[src/rtl/ovideo_tx_pkg.sv]
// Shared constants and helpers for the OVIDEO transmit sequencer.
package ovideo_tx_pkg;

    localparam int unsigned W = 7;

    typedef enum logic [1:0] {
        ST_RST_HOLD = 2'd0,
        ST_TRAIN    = 2'd1,
        ST_RUN      = 2'd2
    } state_e;

    localparam logic [W-1:0] TRAIN_PAT_DEF = 7'b1010101;
    localparam logic [W-1:0] IDLE_PAT_DEF  = 7'b1100011;

    // Advance a PRBS7 (x^7 + x^6 + 1) generator by one full 7-bit word.
    function automatic logic [W-1:0] prbs7_step(input logic [W-1:0] s);
        logic [W-1:0] r;
        r = s;
        for (int i = 0; i < int'(W); i++) begin
            r = {r[W-2:0], r[6] ^ r[5]};
        end
        return r;
    endfunction

endpackage

[src/rtl/ovideo_tx_fifo2.sv]
// Two-entry FIFO; entry 0 always holds the head so the read side needs no pointer.
module ovideo_tx_fifo2 #(
    parameter int unsigned DW = 28
) (
    input  logic          clk_i,
    input  logic          nrst_i,
    input  logic          push_i,
    input  logic          pop_i,
    input  logic [DW-1:0] data_i,
    output logic [DW-1:0] head_o,
    output logic          full_o,
    output logic          empty_o
);

    logic [DW-1:0] ent0_q, ent0_d;
    logic [DW-1:0] ent1_q, ent1_d;
    logic [1:0]    cnt_q, cnt_d;

    always_comb begin
        ent0_d = ent0_q;
        ent1_d = ent1_q;
        cnt_d  = cnt_q;
        case ({push_i, pop_i})
            2'b10: begin
                if (cnt_q == 2'd0) begin
                    ent0_d = data_i;
                end else begin
                    ent1_d = data_i;
                end
                cnt_d = cnt_q + 2'd1;
            end
            2'b01: begin
                ent0_d = ent1_q;
                cnt_d  = cnt_q - 2'd1;
            end
            // Occupancy unchanged; the new word lands behind whatever stays.
            2'b11: begin
                if (cnt_q == 2'd1) begin
                    ent0_d = data_i;
                end else begin
                    ent0_d = ent1_q;
                    ent1_d = data_i;
                end
            end
            default: ;
        endcase
    end

    always_ff @(posedge clk_i or negedge nrst_i) begin
        if (!nrst_i) begin
            ent0_q <= '0;
            ent1_q <= '0;
            cnt_q  <= '0;
        end else begin
            ent0_q <= ent0_d;
            ent1_q <= ent1_d;
            cnt_q  <= cnt_d;
        end
    end

    assign head_o  = ent0_q;
    assign full_o  = (cnt_q == 2'd2);
    assign empty_o = (cnt_q == 2'd0);

endmodule

[src/rtl/ovideo_tx_ctrl.sv]
// OVIDEO 7:1 serializer bank sequencer: reset hold, training word, then FIFO-fed user words.
// Define OVIDEO_TX_PRBS_EN to replace the fixed training word with a per-lane PRBS7 sequence.
module ovideo_tx_ctrl
    import ovideo_tx_pkg::*;
#(
    parameter int unsigned  LANES     = 4,
    parameter int unsigned  RST_CYC   = 16,
    parameter int unsigned  TRAIN_CYC = 64,
    parameter logic [W-1:0] TRAIN_PAT = TRAIN_PAT_DEF,
    parameter logic [W-1:0] IDLE_PAT  = IDLE_PAT_DEF
) (
    input  logic               clk_i,
    input  logic               nrst_i,
    input  logic               en_i,
    input  logic [LANES*W-1:0] s_data_i,
    input  logic               s_valid_i,
    output logic               s_ready_o,
    output logic               ser_rst_o,
    output logic [LANES*W-1:0] ser_d_o,
    output logic [1:0]         state_o,
    output logic               underflow_o,
    output logic [7:0]         uf_cnt_o
);

    localparam int unsigned DW  = LANES * W;
    localparam int unsigned RCW = (RST_CYC > 1) ? $clog2(RST_CYC) : 1;
    localparam int unsigned TCW = $clog2(TRAIN_CYC + 1);

    state_e          state_q, state_d;
    logic [RCW-1:0]  rst_cnt_q, rst_cnt_d;
    logic [TCW-1:0]  train_cnt_q, train_cnt_d;
    logic            ser_rst_q, ser_rst_d;
    logic [DW-1:0]   ser_d_q, ser_d_d;
    logic            ready_q, ready_d;
    logic            underflow_q, underflow_d;
    logic [7:0]      uf_cnt_q, uf_cnt_d;

    logic            push_c;
    logic            pop_c;
    logic            run_active_c;
    logic            train_done_c;
    logic            full_nxt_c;
    logic [DW-1:0]   train_word_c;
    logic [DW-1:0]   fifo_head;
    logic            fifo_full;
    logic            fifo_empty;

    ovideo_tx_fifo2 #(
        .DW (DW)
    ) u_fifo (
        .clk_i   (clk_i),
        .nrst_i  (nrst_i),
        .push_i  (push_c),
        .pop_i   (pop_c),
        .data_i  (s_data_i),
        .head_o  (fifo_head),
        .full_o  (fifo_full),
        .empty_o (fifo_empty)
    );

`ifdef OVIDEO_TX_PRBS_EN
    logic [DW-1:0] lfsr_q, lfsr_d;

    // Seed on the cycle that enters TRAIN, then free-run while TRAIN holds.
    always_comb begin
        train_word_c = '0;
        lfsr_d       = '0;
        for (int k = 0; k < int'(LANES); k++) begin
            train_word_c[k*W +: W] = (state_q == ST_TRAIN) ? lfsr_q[k*W +: W]
                                                           : (7'h7F ^ W'(k));
            lfsr_d[k*W +: W] = prbs7_step(train_word_c[k*W +: W]);
        end
    end

    always_ff @(posedge clk_i or negedge nrst_i) begin
        if (!nrst_i) begin
            lfsr_q <= '0;
        end else begin
            lfsr_q <= lfsr_d;
        end
    end
`else
    assign train_word_c = {LANES{TRAIN_PAT}};
`endif

    assign push_c       = s_valid_i && ready_q;
    assign run_active_c = (state_q == ST_RUN) && en_i;
    assign train_done_c = (train_cnt_q >= TCW'(TRAIN_CYC - 1));

    always_comb begin
        state_d     = state_q;
        rst_cnt_d   = rst_cnt_q;
        train_cnt_d = train_cnt_q;
        ser_rst_d   = ser_rst_q;
        ser_d_d     = ser_d_q;
        underflow_d = 1'b0;
        uf_cnt_d    = uf_cnt_q;
        pop_c       = 1'b0;

        case (state_q)
            ST_RST_HOLD: begin
                ser_rst_d = 1'b1;
                rst_cnt_d = rst_cnt_q + RCW'(1);
                if (rst_cnt_q == RCW'(RST_CYC - 1)) begin
                    state_d     = ST_TRAIN;
                    ser_rst_d   = 1'b0;
                    rst_cnt_d   = '0;
                    train_cnt_d = '0;
                end
            end
            ST_TRAIN: begin
                if (train_cnt_q != TCW'(TRAIN_CYC)) begin
                    train_cnt_d = train_cnt_q + TCW'(1);
                end
                if (train_done_c && en_i) begin
                    state_d = ST_RUN;
                end
            end
            ST_RUN: begin
                if (!en_i) begin
                    state_d     = ST_TRAIN;
                    train_cnt_d = '0;
                end
            end
            default: begin
                state_d   = ST_RST_HOLD;
                ser_rst_d = 1'b1;
                rst_cnt_d = '0;
            end
        endcase

        // Lane word for the next cycle: user data/idle only while RUN persists.
        if (run_active_c) begin
            if (!fifo_empty) begin
                pop_c   = 1'b1;
                ser_d_d = fifo_head;
            end else begin
                ser_d_d     = {LANES{IDLE_PAT}};
                underflow_d = 1'b1;
                if (uf_cnt_q != 8'hFF) begin
                    uf_cnt_d = uf_cnt_q + 8'd1;
                end
            end
        end else if (state_d == ST_RST_HOLD) begin
            ser_d_d = '0;
        end else begin
            ser_d_d = train_word_c;
        end
    end

    // Ready reflects next-cycle occupancy so it never depends on s_valid_i combinationally.
    assign full_nxt_c = (fifo_full && !pop_c) ||
                        (!fifo_full && !fifo_empty && push_c && !pop_c);
    assign ready_d    = (state_d != ST_RST_HOLD) && !full_nxt_c;

    always_ff @(posedge clk_i or negedge nrst_i) begin
        if (!nrst_i) begin
            state_q     <= ST_RST_HOLD;
            rst_cnt_q   <= '0;
            train_cnt_q <= '0;
            ser_rst_q   <= 1'b1;
            ser_d_q     <= '0;
            ready_q     <= 1'b0;
            underflow_q <= 1'b0;
            uf_cnt_q    <= '0;
        end else begin
            state_q     <= state_d;
            rst_cnt_q   <= rst_cnt_d;
            train_cnt_q <= train_cnt_d;
            ser_rst_q   <= ser_rst_d;
            ser_d_q     <= ser_d_d;
            ready_q     <= ready_d;
            underflow_q <= underflow_d;
            uf_cnt_q    <= uf_cnt_d;
        end
    end

    assign state_o     = state_q;
    assign ser_rst_o   = ser_rst_q;
    assign ser_d_o     = ser_d_q;
    assign s_ready_o   = ready_q;
    assign underflow_o = underflow_q;
    assign uf_cnt_o    = uf_cnt_q;

endmodule

[config.mk]
export PLATFORM = sky130hd
export DESIGN_NAME = ovideo_tx_ctrl
export DESIGN_NICKNAME = d
export VERILOG_FILES = /design/src/rtl/ovideo_tx_pkg.sv /design/src/rtl/ovideo_tx_fifo2.sv /design/src/rtl/ovideo_tx_ctrl.sv
export SDC_FILE = /design/constraint.sdc
export NUM_CORES = 1
export LEC_CHECK = 0
export ABC_AREA = 0
export CAP_MARGIN = 20
export CORE_ASPECT_RATIO = 0.6
export CORE_MARGIN = 8
export CORE_UTILIZATION = 24
export DETAILED_ROUTE_END_ITERATION = 8
export DONT_BUFFER_PORTS = 1
export SETUP_SLACK_MARGIN = 0.3
export SYNTH_ARGS = -nofsm -noshare
export SYNTH_HDL_FRONTEND = slang
export SYNTH_SLANG_ARGS = --single-unit
[constraint.sdc]
create_clock -name clk_i -period 8.75 [get_ports clk_i]
set_clock_uncertainty 0.15 [all_clocks]
set_input_delay 1.3125 -clock clk_i [delete_from_list [all_inputs] [get_ports clk_i]]
set_output_delay 1.3125 -clock clk_i [all_outputs]
set_load 0.01 [all_outputs]
==> reports/metrics.cfg, run 1 <==
[routing]
ant_nets = 0
wl_per_cell_um = 16.8
routed_wl_um = 11600
drc_errors = 0
first_pass_iters = 5
viasPerCell = 4.59
via_count = 3171
drt_iter0_markers = 201

[die]
die_w_um = 199
dieArea_sq_um = 25100
rows = 40
io_pins = 73
die_h_um = 126
core_sq_um = 19900
initial_utilization = 0.243

[worst_setup_path]
cpMostUsedCell = ha_1
start_kind = flip-flop
path_class = reg2reg
arrival_ns = 3.95
cp_slowest_cell = o21a_1
endpoint_kind = flip-flop
path_delay_family = compound AO/OA/AOI/OAI gates
path_buf_inv = 2
cp_max_fo = 28
crit_chain = inv_1 -> ha_1 -> nand2_1 -> or2_1 -> inv_2 -> ha_1 -> nor2b_1 -> o21a_1 -> a22oi_1 -> o21ai_1
max_stage_delay_ns = 0.78
required_ns = 8.87

[clocking]
cts_buffers = 9
cts_num_sinks = 110
cts_resized = 0
cts_tree = done
postCtsHoldBufs = 0
cts_root_buf = clkbuf_16
ctsLongestPathBuffers = 2
htreeDepth = 3
clkLatencyLatePin_ns = 0.34
clk_pin_slew_worst_paths_ns = 0.08
cts_setup_buffers = 0

[layout]
diodes = 0
layout.nets = 459
design_area_sq_um = 5360
final_cell_mix = dfrtp_1 (109), nand2_1 (44), o21ai_1 (31)
utilization = 0.270
final_layout_size_suffix_gt1_frac = 0.144
fill_cells = 2074
area_growth_pct = 11.1
final_common_cell = dfrtp_1

[global_routing]
grt_overflow = 0
antenna_found_initial = 0
grtUsageTotal = 0.0935
grt_pass1_wl_um = 18300
grt_max_degree = 111
first_global_vias = 3181

[place]
place_hpwl_um = 8520
pre_cts_slack_ns = 4.50
placed_area_sq_um = 5050
gp_congestion = 0.751
io_buffers = 0

[logic_synthesis]
yosys.area.top_type = dfrtp_1
syn_inst = 423
syn_area_per_cell_sq_um = 11.4
syn_nets = 469
syn_area_sq_um = 4830
synthSimpleGateAreaFrac = 0.0962
synth_ff_type = dfrtp_1
ys_seq_area_frac = 0.571
synth.top_cell.area_share = 0.565
yosys_warnings = 0
synth_compound_area_frac = 0.171
synth_fa_ha_area_frac = 0.0363
synth_cell_type_count = 55
synth_xor_area_frac = 0.0163
muxShareOfSynthArea = 0.0700
synth-async-reset-ratio = 1.00
yosys-top-cells-area = dfrtp_1 (57%), mux2_2 (7.0%), a22oi_1 (4.5%)
ys_ff_latch = 110
synth-edff-count = 0
synth_top_family_by_area = compound AO/OA/AOI/OAI gates

[sta]
period_share = 0.438
period_needed_ns = 3.83
tightestPinTransition_ns = 0.996
setup_violations = 0
fmax_mhz = 261
finalHoldViolCount = 0
final_max_slew_viol_count = 0
fin_tns_setup_ns = 0
rsz0062_at_grt = false
max-slew-margin-rel = 0.336
layout_setup_ws_ns = 4.92

[pwr]
p_leak_uw = 0.00227
cellPowerDensity_nw_per_um2 = 254
ir_drop_mv = 0.0912

[flow_run]
maxCapViolations = 0

[run_status]
status = complete, no violations

[worst_hold_path]
min_path_type = reg2reg

## cell usage after synthesis, drive strengths merged (3+ instances only)
library cell  number
nor2              19
a21oi             14
nand2             45
nand3             11
and4               3
clkbuf             7
dfrtp            109
a22oi             29
and2               5
buf               16
o21ai             47
xnor2              7
or4                3
nand4              3
a31oi              6
a21o              10
mux2              30
ha                14
inv               14
## registers in the layout (all words and copies together), names as in the netlist
name and flops:
ser_d_o 28, u_fifo.cnt_q 2, underflow_o 1, uf_cnt_o 8, rst_cnt_q 4, u_fifo.ent1_q 28, ser_rst_o 1, u_fifo.head_o 28
train_cnt_q 7, state_o 2, s_ready_o 1
## metrics by stage
| step | hold slack [ns] | power [uW] | std cells |
|---|---|---|---|
| 2_1_floorplan | 0.297 | 911 | 423 |
| 3_3_place_gp | 0.317 | 956 | 674 |
| 3_5_place_dp | 0.317 | 975 | 674 |
| 4_1_cts | 0.335 | 1380 | 690 |
| 5_1_grt | 0.353 | 1450 | 691 |
| 6_report | 0.332 | 1360 | 691 |
## worst paths after layout
check                                              startpoint                           end  slack [ns]  cells after the start
worst max-delay path                     state_o[0]$_DFF_PN0_  u_fifo.head_o[5]$_DFFE_PN0P_        4.92                     10
worst min-delay path            u_fifo.head_o[17]$_DFFE_PN0P_         ser_d_o[17]$_DFF_PN0_        0.33                      1
worst max register to register           state_o[0]$_DFF_PN0_  u_fifo.head_o[5]$_DFFE_PN0P_        4.92                     10
worst min register to register  u_fifo.head_o[17]$_DFFE_PN0P_         ser_d_o[17]$_DFF_PN0_        0.33                      1
max in group asynchronous                              nrst_i         ser_rst_o$_DFFE_PN1N_        7.74                      0
min in group asynchronous                              nrst_i       uf_cnt_o[3]$_DFFE_PN0P_        0.52                      0
## logic make-up after synthesis
kind of cell	count (synthesis)
XOR/XNOR	9
AND/OR/NAND/NOR	98
flip-flops	110
adder cells (fa/ha/maj)	14
buffers and inverters	37
AO/OA/AOI/OAI	125
multiplexers	30
## worst register-to-register path, stage by stage, from the launching register on
cell and delay (ns):
dfrtp_1 0.52, inv_1 0.16, ha_1 0.26, nand2_1 0.30, or2_1 0.44, inv_2 0.33, ha_1 0.26, nor2b_1 0.14
o21a_1 0.78, a22oi_1 0.24, o21ai_1 0.18
## metal layers
metal,GRT usage,vias up,share of wire
li1,-,1484,-
met4,0.0191,0,0.0050
met1,0.108,1590,0.41
met2,0.147,91,0.46
met3,0.0561,6,0.13
met5,0,-,0
## power breakdown
part | internal [uW] | switching, uW | total, uW | leakage, uW
combinational | 129 | 119 | 248 | 0.000804
clock | 208 | 191 | 398 | 0.000141
sequential | 642 | 75.4 | 717 | 0.00133
## area by class of cell
cell class | count | area (sq um) | area share
multi-input cells | 276 | 1890 | 0.353
clock buffers | 11 | 243 | 0.0453
flip-flops and latches | 110 | 2750 | 0.514
clock inverters | 5 | 52.6 | 0.00980
inverters | 14 | 52.6 | 0.00980
repair buffers | 2 | 22.5 | 0.00420
well taps | 273 | 342 | 0.0637
No activity file was read; power rests on OpenSTA's default activity.
==> run 2: changes to the inputs <==
==> constraint.sdc (replaced) <==
create_clock -name clk_i -period 3.75 [get_ports clk_i]
set_clock_uncertainty 0.15 [all_clocks]
set_input_delay 0.5625 -clock clk_i [delete_from_list [all_inputs] [get_ports clk_i]]
set_output_delay 0.5625 -clock clk_i [all_outputs]
set_load 0.01 [all_outputs]
==> reports/metrics.cfg, run 2 (synthesis gave the netlist of run 1 again) <==
[run_status]
status = finished with violations
violations = hold timing

[worst_setup_path]
r2r-end = u_fifo.ent1_q[16]$_DFFE_PN0P_
reg2reg_from = state_o[0]$_DFF_PN0_
required_ns = 3.84
arrival_ns = 3.12
path_class = reg2reg
r2r_setup_slack_ns = 0.72
cp_max_fo = 28
max_stage_delay_ns = 0.50
crit_chain = inv_1 -> ha_1 -> nand2_1 -> or2_4 -> inv_2 -> ha_1 -> o211a_1 -> buf_4 -> mux2_2
start_kind = flip-flop
endpoint_kind = flip-flop
cpMostUsedCell = ha_1
cp_slowest_cell = dfrtp_1
r2r_cells = 9

[die]
rows = 40
die_h_um = 126
die_w_um = 199
io_pins = 73
core_sq_um = 19900
initial_utilization = 0.243
dieArea_sq_um = 25100

[routing]
met3_length_um = 1450
drc_errors = 0
wl_met1_um = 4660
highest_layer = met4
viasPerCell = 4.51
wl_met2_um = 5310
ant_nets = 0
drt_iter0_markers = 259
wl_per_cell_um = 16.5
routed_wl_um = 11500
first_pass_iters = 7
via_count = 3134

[clocking]
clk_pin_slew_worst_paths_ns = 0.08
ctsLongestPathBuffers = 2
cts_tree = done
clkLatencyLatePin_ns = 0.36
htreeDepth = 3
cts_buffers = 9
cts_root_buf = clkbuf_16
cts_num_sinks = 110

[sta]
rsz0062_at_grt = false
period_needed_ns = 3.03
finalHoldViolCount = 16
max-slew-margin-rel = 0.596
tightestPinTransition_ns = 0.606
period_share = 0.809
fin_tns_setup_ns = 0
fmax_mhz = 330
final_max_slew_viol_count = 0
setup_violations = 0
hold_ws_ns = -0.0371

[layout]
final_cell_mix = dfrtp_1 (109), nand2_1 (44), o21ai_1 (31)
final_cells = 695
layout.nets = 463
fill_cells = 2078
area_growth_pct = 12.6
diodes = 0
final_layout_size_suffix_gt1_frac = 0.159
seqCellArea_sq_um = 2750
multi_input_area_sq_um = 1900
final_common_cell = dfrtp_1

[pwr]
ir_drop_mv = 0.192
p_leak_uw = 0.00232
cellPowerDensity_nw_per_um2 = 594

[global_routing]
grt_overflow = 0
grtUsageTotal = 0.0935
antenna_found_initial = 0
grt_pass1_wl_um = 18300
first_global_vias = 3095
grt_max_degree = 111

[place]
dp.cells = 678
gp_congestion = 0.762
io_buffers = 0
place_hpwl_um = 8290

[flow_run]
maxCapViolations = 0

[worst_hold_path]
min_path_type = in2async

-- run 2: repair_timing --
item,4_1_cts,5_1_grt
hold buffers,1,0
setup buffers,0,0
setup endpoints to repair,0,40
hold endpoints to repair,110,0
resized for setup,0,2
-- run 2: worst max-delay path: cells and delay by family, from the launching register on --
kind	cells	cell delay [ns]
flip-flops	1	0.50
multiplexers	1	0.38
adder cells (fa/ha/maj)	2	0.53
buffers and inverters	3	0.78
AND/OR/NAND/NOR	2	0.38
AO/OA/AOI/OAI	1	0.16
-- run 2: worst max-delay path by stage --
stage / start / endpoint / slack, ns / cells after the start
after CTS: state_o[0]$_DFF_PN0_ / u_fifo.head_o[16]$_DFFE_PN0P_ / 0.55 / 11
after floorplan: state_o[0]$_DFF_PN0_ / u_fifo.ent1_q[10]$_DFFE_PN0P_ / 0.88 / 11
after global placement: state_o[0]$_DFF_PN0_ / u_fifo.head_o[10]$_DFFE_PN0P_ / 0.69 / 11
after detailed placement: state_o[0]$_DFF_PN0_ / u_fifo.ent1_q[4]$_DFFE_PN0P_ / 0.58 / 10
final: state_o[0]$_DFF_PN0_ / u_fifo.ent1_q[16]$_DFFE_PN0P_ / 0.72 / 9
after global routing: state_o[0]$_DFF_PN0_ / u_fifo.head_o[1]$_DFFE_PN0P_ / 0.51 / 10
-- run 2: layer usage --
layer	up-vias	GRT usage
met5	-	0
met4	0	0.0156
met3	7	0.0588
met2	78	0.143
met1	1552	0.111
li1	1497	-
-- run 2: cell type report --
type,instances,share of cell area
Inverter,14,0.00967
Clock inverter,7,0.0154
Timing Repair Buffer,6,0.0143
Tap cell,273,0.0629
Multi-Input combinational cell,276,0.349
Clock buffer,9,0.0415
Sequential cell,110,0.507
-- run 2: report_power, final --
part	internal, uW	leakage, uW	switching, uW
Clock	484	0.000152	487
Sequential	1500	0.00133	166
Combinational	302	0.000835	293
Total	2280	0.00232	947
-- run 2: per-stage QoR --
step	util	worst slack, ns	power (uW)	hold slack (ns)	area (sq um)
floorplan	-	0.884	2130	0.117	4830
global placement	0.256	0.693	2240	0.125	5090
detailed placement	0.256	0.579	2270	0.125	5090
CTS	0.273	0.548	3280	0.0271	5430
global route	0.273	0.505	3430	0.0354	5430
finish	0.273	0.716	3230	-0.0371	5430
==> run 3: changes to the inputs <==
==> constraint.sdc (replaced) <==
create_clock -name clk_i -period 2.45 [get_ports clk_i]
set_clock_uncertainty 0.15 [all_clocks]
set_input_delay 0.3675 -clock clk_i [delete_from_list [all_inputs] [get_ports clk_i]]
set_output_delay 0.3675 -clock clk_i [all_outputs]
set_load 0.01 [all_outputs]
==> reports/metrics.cfg, run 3 (synthesis gave the netlist of run 1 again) <==
[run_status]
status = finished with violations
violations = hold timing

[global_routing]
grt_pass1_wl_um = 21700
grt_overflow = 0
antenna_found_initial = 0
first_global_vias = 3562
grt_max_degree = 111
grtUsageTotal = 0.112

[worst_setup_path]
r2r-end = u_fifo.ent1_q[17]$_DFFE_PN0P_
required_ns = 2.55
r2r_cells = 11
cp_max_fo = 7
start_kind = flip-flop
reg2reg_from = state_o[0]$_DFF_PN0_
r2r_setup_slack_ns = 0.19
crit_start = state_o[0]$_DFF_PN0_
max_stage_delay_ns = 0.41
worst-path-stages = 11
path_buf_inv = 4
arrival_ns = 2.35
endpoint_kind = flip-flop
path_delay_family = buffers and inverters
cp_slowest_cell = dfrtp_2
path_class = reg2reg
crit_end = u_fifo.ent1_q[17]$_DFFE_PN0P_
crit_chain = inv_2 -> ha_4 -> nand2_4 -> or2_4 -> inv_4 -> ha_4 -> nand2_4 -> o211a_4 -> buf_6 -> buf_12 -> mux2_4

[worst_hold_path]
min_path_type = in2async

[clocking]
cts_num_sinks = 110
cts_tree = done
clkLatencyLatePin_ns = 0.36
htreeDepth = 3
cts_buffers = 9
ctsLongestPathBuffers = 2
cts_root_buf = clkbuf_16
clk_pin_slew_worst_paths_ns = 0.08

[sta]
finalHoldViolCount = 110
fin_tns_setup_ns = 0
period_share = 0.922
max-slew-margin-rel = 0.709
final_max_slew_viol_count = 0
setup_violations = 0
tightestPinTransition_ns = 0.436
period_needed_ns = 2.26
hold_ws_ns = -0.446
rsz0062_at_grt = true
fmax_mhz = 443

[pwr]
power.share.clock = 0.284
switching_share = 0.298
cellPowerDensity_nw_per_um2 = 837
ir_drop_mv = 0.419
p_comb_frac = 0.244
p_sw_uw = 1650
p_seq_frac = 0.472
internal-power_uw = 3880
p_leak_uw = 0.00275

[layout]
layout.nets = 526
final_layout_size_suffix_gt1_frac = 0.318
diodes = 0
final_common_cell = dfrtp_1
final_cell_mix = dfrtp_1 (106), nand2_1 (41), o21ai_1 (29)
utilization = 0.332
area_growth_pct = 36.8

[routing]
ant_nets = 0
drt_iter0_markers = 244
routed_wl_um = 14500
wl_per_cell_um = 19.1
via_count = 3555
drc_errors = 0
viasPerCell = 4.69
first_pass_iters = 4

[die]
die_h_um = 126
core_sq_um = 19900
io_pins = 73
die_w_um = 199
initial_utilization = 0.243
dieArea_sq_um = 25100
rows = 40

[place]
place_hpwl_um = 8590
io_buffers = 0
gp_congestion = 0.825

[flow_run]
maxCapViolations = 0

==> run 3: cell count changes in the layout (fill, tap and decap cells not counted), sizes merged <==
cell	change
buf	+32
bufinv	+1
clkbuf	+4
clkinv	+1
dlygate4sd3	+28
inv	-3
==> run 3: worst min-delay path by stage <==
stage                                     to  cells after the start
finish                 underflow_o$_DFF_PN0_                      0
global route           underflow_o$_DFF_PN0_                      0
CTS                     state_o[1]$_DFF_PN0_                      0
detailed placement     underflow_o$_DFF_PN0_                      0
global placement       underflow_o$_DFF_PN0_                      0
floorplan           rst_cnt_q[0]$_DFFE_PN0N_                      0
==> run 3: layout make-up <==
class	count	area (sq um)
timing repair buffer	69	856
multi-input combinational	276	2270
clock buffer	10	229
fill	1970	13300
tap	273	342
inverter	14	55.1
clock inverter	6	91.3
sequential	110	2760
==> run 3: per-layer routing <==
layer / vias to the layer above / track usage / wire length [um]
met5: - / 0 / 0
met4: 0 / 0.0217 / 131
met3: 13 / 0.0489 / 1510
met2: 123 / 0.156 / 6240
met1: 1788 / 0.157 / 6620
li1: 1631 / - / -
==> run 3: repair_timing <==
item | CTS | global route
endpoints found under the setup margin | 73 | 83
hold endpoints to repair | 138 | 111
cloned | 5 | 4
hold buffers | 27 | 1
pin swaps | 7 | 14
gates resized for setup | 32 | 22
setup buffers | 15 | 5
==> run 3: power groups by stage <==
| stage | logic [uW] | clock network, uW | registers, uW |
|---|---|---|---|
| after global placement | 916 | 0 | 2610 |
| after CTS | 1250 | 1600 | 2600 |
| after floorplan | 786 | 0 | 2540 |
| after detailed placement | 948 | 0 | 2640 |
| final | 1350 | 1570 | 2610 |
| after global routing | 1450 | 1680 | 2660 |
==> run 3: per-stage QoR <==
stage	instance area [sq um]	total power (uW)	std cells	worst slack, ns	hold slack, ns
floorplan	5040	3330	423	0.0487	-0.0781
global placement	5350	3530	685	0.168	-0.0702
detailed placement	5350	3590	685	0.0974	-0.0707
CTS	6350	5450	748	0.225	-0.462
finish	6600	5520	758	0.192	-0.446
global route	6600	5790	758	0.123	-0.466
==> run 3: worst register-to-register path: cells and delay by family (launching register included) <==
family	cells	cell delay, ns
AO/OA/AOI/OAI	1	0.17
AND/OR/NAND/NOR	3	0.37
buffers and inverters	4	0.43
adder cells (fa/ha/maj)	2	0.31
flip-flops	1	0.41
multiplexers	1	0.31
